## src/rtl/fifo_ram.sv

```systemverilog
// rtl/fifo_ram.sv - synchronous FIFO on a dual-port RAM with occupancy, flags and sticky errors
//
// Ports:
//   clk           rising-edge clock
//   reset_L       synchronous active-low reset (RAM contents are not cleared)
//   data_in       word to write
//   push          write request
//   pop           read request
//   data_out      registered read data, one cycle after an accepted pop
//   valid_out     data_out holds a word popped on the previous cycle
//   full          count == DEPTH
//   empty         count == 0
//   almost_full   count >= ALMOST_FULL
//   almost_empty  count <= ALMOST_EMPTY
//   count         current occupancy, 0..DEPTH
//   overflow_err  sticky: a push was rejected
//   underflow_err sticky: a pop was rejected

module fifo_ram #(
  parameter int DATA_BITS    = 8,
  parameter int ADDR_BITS    = 6,
  parameter int ALMOST_FULL  = 2**ADDR_BITS - 2,
  parameter int ALMOST_EMPTY = 2
) (
  input  logic                 clk,
  input  logic                 reset_L,
  input  logic [DATA_BITS-1:0] data_in,
  input  logic                 push,
  input  logic                 pop,
  output logic [DATA_BITS-1:0] data_out,
  output logic                 valid_out,
  output logic                 full,
  output logic                 empty,
  output logic                 almost_full,
  output logic                 almost_empty,
  output logic [ADDR_BITS:0]   count,
  output logic                 overflow_err,
  output logic                 underflow_err
);

  localparam int DEPTH = 2**ADDR_BITS;
  localparam logic [ADDR_BITS:0]   DEPTH_C = (ADDR_BITS+1)'(DEPTH);
  localparam logic [ADDR_BITS:0]   AF_C    = (ADDR_BITS+1)'(ALMOST_FULL);
  localparam logic [ADDR_BITS:0]   AE_C    = (ADDR_BITS+1)'(ALMOST_EMPTY);
  localparam logic [ADDR_BITS:0]   CNT_ONE = (ADDR_BITS+1)'(1);
  localparam logic [ADDR_BITS-1:0] PTR_ONE = ADDR_BITS'(1);

  logic [DATA_BITS-1:0] mem [DEPTH];
  logic [ADDR_BITS-1:0] wr_ptr;
  logic [ADDR_BITS-1:0] rd_ptr;
  logic                 push_ok;
  logic                 pop_ok;

  // Flags come straight from the registered count.
  assign full         = (count == DEPTH_C);
  assign empty        = (count == '0);
  assign almost_full  = (count >= AF_C);
  assign almost_empty = (count <= AE_C);

  // A push into a full FIFO is still accepted when a pop frees a slot in the
  // same cycle; the pop reads rd_ptr before the write lands, so the oldest
  // word leaves. An empty FIFO never bypasses the incoming word to the pop.
  assign pop_ok  = pop && !empty;
  assign push_ok = push && (!full || pop_ok);

  // RAM array has no reset; writes are suppressed during the reset cycle.
  always_ff @(posedge clk) begin
    if (reset_L && push_ok) begin
      mem[wr_ptr] <= data_in;
    end
  end

  always_ff @(posedge clk) begin
    if (!reset_L) begin
      wr_ptr        <= '0;
      rd_ptr        <= '0;
      count         <= '0;
      data_out      <= '0;
      valid_out     <= 1'b0;
      overflow_err  <= 1'b0;
      underflow_err <= 1'b0;
    end else begin
      valid_out <= pop_ok;
      if (pop_ok) begin
        data_out <= mem[rd_ptr];
        rd_ptr   <= rd_ptr + PTR_ONE;
      end
      if (push_ok) begin
        wr_ptr <= wr_ptr + PTR_ONE;
      end
      case ({push_ok, pop_ok})
        2'b10:   count <= count + CNT_ONE;
        2'b01:   count <= count - CNT_ONE;
        default: count <= count;
      endcase
      if (push && !push_ok) begin
        overflow_err <= 1'b1;
      end
      if (pop && !pop_ok) begin
        underflow_err <= 1'b1;
      end
    end
  end

endmodule

```

## config.mk

```make
export PLATFORM = sky130hd
export DESIGN_NAME = fifo_ram
export DESIGN_NICKNAME = d
export VERILOG_FILES = /design/src/rtl/fifo_ram.sv
export SDC_FILE = /design/constraint.sdc
export NUM_CORES = 1
export LEC_CHECK = 0
export BUFFER_PORTS_ARGS = -buffer_cell sky130_fd_sc_hd__buf_4
export CAP_MARGIN = 30
export CORE_MARGIN = 4
export CORE_UTILIZATION = 50
export CTS_CLUSTER_SIZE = 12
export DETAILED_ROUTE_END_ITERATION = 12
export MAX_ROUTING_LAYER = met4
export PLACE_DENSITY = 0.71
export SYNTH_ARGS = -nofsm -noshare
export SYNTH_HDL_FRONTEND = slang
export SYNTH_SLANG_ARGS = --single-unit
```

## constraint.sdc

```tcl
create_clock -name clk -period 3.1 [get_ports clk]
set_input_delay 0.465 -clock clk [delete_from_list [all_inputs] [get_ports clk]]
set_output_delay 0.465 -clock clk [all_outputs]
set_load 0.01 [all_outputs]
```

-- Word-level counts from Yosys, hierarchy flattened
Memory sizes are Yosys's and may differ from the RTL's. A register that Yosys moved wholly into a read port is not among the register bits.
Index checks and enable logic that the tools add are counted.
Widths: inputs -> output; s select.
- muxes and demuxes: 3
- add/subtract/negate cells: 4
- reduce and logical (&&, ||, !) cells: 13
- magnitude comparators: 2
- eq/ne operators: 3
- operators by type and width (kind ; count):
    $pmux 7 s2 ; 1
    $add 6x1->6 const B ; 2
    $add 7x1->7 const B ; 1
    $eq 7x7->1 const B ; 1
    $ge 7x6->1 const B ; 1
    $le 7x2->1 const B ; 1
    $logic_not 7->1 ; 1
    $sub 7x1->7 const B ; 1
    $logic_and 1x1->1 ; 5
    $logic_not 1->1 ; 5
    $eq 2x1->1 const B ; 1
    $eq 2x2->1 const B ; 1
    $mux 1 ; 2
    $reduce_bool 2->1 ; 1
    $logic_or 1x1->1 ; 1
- logic and storage cells: 32
- output and inout bits: 22
- memories kept: 1
- input port bits: 12
- register bits: 22
- memory bits (writable): 512
- memories (name ; words ; bits a word ; read ports ; clocked after Yosys merged registers in ; wr ports ; RTL line ; text):
    mem ; 64 ; 8 ; 1 ; 1 ; 1 ; 48 ; logic [DATA_BITS-1:0] mem [DEPTH];

-- Longest topological paths before layout
- depth in word-level cells: 8
- gate-level depth with buffers: 12
- mapped depth without buffers: 11

-- Least setup slack after synthesis
Ideal clock, no wire load.
- kind: register to register
- from: register count[2]
- to: register count[6]
- buffers on the path: 1
- path slack: 0.296 ns
- clock period less this slack: 2.804 ns
- data required time: 3.028 ns
- stages on the path, launching flop included: 12
- library setup time: 0.072 ns
- arrival time: 2.732 ns
- path through: dfxtp_1 > or4_1 > buf_2 > o41ai_2 > nor2_1 > ha_1 > nor2b_1 > nor3_1 > o21bai_1 > a21oi_1 > mux2i_1 > mux2i_1
- word-level cells in the longest chain between the ends: 7
- elaborated cells on any way between the ends: 13
- classes of those cells: 2 x add/sub; 3 x eq/ne; 1 x mux; 7 x reduce/logical
- RTL lines (item ; RTL line ; text):
    start: declaration ; 36 ; output logic [ADDR_BITS:0] count,
    start signal: assignment ; 92 ; 2'b10: count <= count + CNT_ONE;
    start signal: assignment ; 93 ; 2'b01: count <= count - CNT_ONE;
    start signal: assignment ; 94 ; default: count <= count;
    $logic_not 7->1 ; 56 ; assign empty = (count == '0);
    $logic_not 1->1 ; 63 ; assign pop_ok = pop && !empty;
    $logic_and 1x1->1 ; 63 ;
    $logic_or 1x1->1 ; 64 ; assign push_ok = push && (!full || pop_ok);
    $logic_and 1x1->1 ; 64 ;
    $eq 2x1->1 / $eq 2x2->1 (equally long branches) ; 91 ; case ({push_ok, pop_ok})
    $pmux 7 s2 / $reduce_bool 2->1 (equally long branches) ; -- ;
Several ways; a longest one is shown, not always the timed one.
A chain may end at the register's enable or synchronous reset.

-- Worst setup path after layout
Same ends and word-level chain as after synthesis.

==> impl_metrics.tcl <==
set metrics [dict create \
    status "finished clean" \
    dp_worst_setup_slack_ns 0.171 \
    ir_drop_v 0.000469 \
    grt-ovfl-total 0 \
    numCtsBuffers 53 \
    synth_top_cell_area_share_pct 71.4 \
    hold_viol_final 0 \
    yosys_warnings 0 \
    drcViolationCount 0 \
    cts_tree "built" \
    ys_types 55 \
    path_max_fanout 8 \
    p_per_area_nw_per_um2 715 \
    critPathSlowestCell "or4_1" \
    ios 34 \
    worstPathArrival_ns 3.34 \
    portBuffers 33 \
    fmax_ghz 0.353 \
    antenna_found_initial 1 \
    postSynthCellCount 1221 \
    cts_sinks 542 \
    die_h_um 216 \
    path_common_cell "mux2i_1" \
    hold_path_depth 3 \
    path_cells "or4_1 > o41ai_4 > nor2_2 > ha_1 > nor2b_1 > nor3_2 > o21bai_1 > a21oi_1 > mux2i_1 > mux2i_1" \
    grt_pass1_wl_mm 72.4 \
    synth_nets 1241 \
    path_depth 10 \
    grt_max_degree 65 \
    synth_edf_count 512 \
    synthArstFlopShare_pct 0 \
    diodes 0 \
    ff2ff_path_depth 10 \
    syn2layout_area_growth_pct 14.5 \
    syn_area_per_cell_um2 17.6 \
    slew_headroom_pct 33.7 \
    final_max_slew_viol_count 0 \
    yosys.area.top_type "edfxtp_1" \
    h-tree-depth 2 \
    critPathKind "reg -> reg" \
    power_uw 17600 \
    end_kind "register" \
    clkTransAtPathRegs_ns 0.06 \
    firstDrtPassIters 5 \
    nets 1377 \
    start_util_pct 51.0 \
    worst-path-buf-inv 0 \
    ant_nets 0 \
    dp_hpwl_mm 29.5 \
    place_congestion 0.848 \
    wl_per_cell_um 24.7 \
    vias_per_cell 5.97 \
    clockRootBuffer "clkbuf_16" \
    synthTopCellsByArea "edfxtp_1 (71%), mux2i_1 (7.6%), mux4_2 (5.9%)" \
    min_period_ns 2.83 \
    core_area_um2 42200 \
    vias 11600 \
    rsz0062_at_grt "no" \
    track_usage_pct 21.3 \
    tns_ns 0 \
    drv_cap 0 \
    drt_iter0_drc 1077 \
    netlist_area_um2 21500 \
    yosys-top-cells-count "edfxtp_1 (512), mux2i_1 (163), nor2_1 (122), mux4_2 (56), o22ai_1 (40)" \
    yosysMostFrequentCell "edfxtp_1" \
    fin_util_pct 58.4 \
    critPathRequiredTime_ns 3.61 \
    whs_ns 0.208 \
    dieArea_um2 46500 \
    grt_pass1_vias 11700 \
    drive_gt1_share_pct 21.1 \
    clockBufferDepth 3 \
    finalSetupViolCount 0 \
    synth_seq_cells 542 \
    clkLatencyLatePin_ns 0.60 \
    ys_seq_area_share_pct 74.2 \
    critPathTopFamily "simple AND/OR/NAND/NOR gates" \
    critical-path-max-stage-delay_ns 0.61 \
    setup_ws_ns 0.271 \
    rows 75 \
    skew_ns 0.0246 \
    synth-main-ff-cell "edfxtp_1" \
    leakagePower_uw 0.00785 \
    cp-start-kind "register" \
    worst_pin_slew_ns 0.993 \
    hp-class "in -> reg" \
    finalWirelength_mm 47.8 \
    fin_crit_sh_pct 91.3 \
    die_w_um 216 \
    fillCellCount 3129 \
]
## worst min-delay path: cells and delay by family
kind / cells / cell delay, ns
buf+inv: 1 / 0.13
simple gates: 1 / 0.09
compound gates: 1 / 0.07
## power by group
| part | leakage (uW) | switching (uW) | internal, uW | total (uW) |
|---|---|---|---|---|
| clock network | 0.000758 | 2540 | 3390 | 5920 |
| logic | 0.00224 | 1750 | 1600 | 3350 |
| registers | 0.00485 | 223 | 8140 | 8360 |
| total | 0.00785 | 4510 | 13100 | 17600 |
## cell usage in the layout (no fill, tap or decap), types with 5 or more instances in the layout
cell	instances
or3b_2	5
a211oi_1	12
buf_4	145
nand2_1	21
ha_1	7
o21ai_0	13
a21oi_1	16
mux2i_1	163
inv_1	5
nor2_1	121
a31o_2	8
nor4_1	15
clkbuf_1	28
nor3_1	6
o221ai_1	6
nand3_1	9
nand3b_1	7
xnor2_1	12
clkbuf_16	55
edfxtp_1	512
nand4_1	5
mux4_2	56
dfxtp_1	27
and2_1	11
o22ai_1	40
a22o_1	9
nor2b_1	13
and3_1	6
## sequential cells by signal, indices dropped and copies added, names as in the netlist
name / cells
wr_ptr: 6
data_out: 8
rd_ptr: 6
valid_out: 1
count: 7
overflow_err: 1
underflow_err: 1
mem: 512
## final timing paths
check	start	endpoint	slack, ns
setup reg to reg	count[2]	count[6]	0.27
hold reg to reg	overflow_err	overflow_err	0.47
setup / recovery	count[2]	count[6]	0.27
hold / removal	pop	underflow_err	0.21
## cell families after synthesis
group / count (synthesis) / synth area share [%]
AND/OR/NAND/NOR: 236 / 5.40
buffers and inverters: 73 / 1.57
XOR/XNOR: 14 / 0.569
AO/OA/AOI/OAI: 125 / 4.15
multiplexers: 223 / 13.6
flip-flops: 542 / 74.2
adder cells (fa/ha/maj): 8 / 0.500
## routing by layer
| layer | vias to the layer above | GRT usage [%] | part of all wire (%) |
|---|---|---|---|
| li1 | 5128 | - | - |
| met1 | 5902 | 28.8 | 41 |
| met2 | 431 | 33.5 | 48 |
| met3 | 90 | 4.16 | 7.1 |
| met4 | 0 | 6.38 | 2.9 |
| met5 | - | - | 0 |
## repair_timing
action | CTS | global route
hold buffers | 0 | 0
buffers inserted | 0 | 0
resized for setup | 0 | 3
endpoints found under the setup margin | 0 | 1
## layout make-up
cell class	count	area, um2	area share (%)
timing repair buffer	149	1170	4.74
inverter	5	18.8	0.0761
sequential	542	16000	64.8
clock inverter	8	63.8	0.259
tap	539	674	2.73
clock buffer	85	1510	6.12
multi-input combinational	606	5240	21.3
## metrics by stage
stage / std cells / area [um2]
after floorplan: 1221 / 21500
after global placement: 1841 / 23100
after detailed placement: 1841 / 23100
after CTS: 1934 / 24600
after global routing: 1934 / 24700
final: 1934 / 24700
Power figures use the tool's default switching activity.
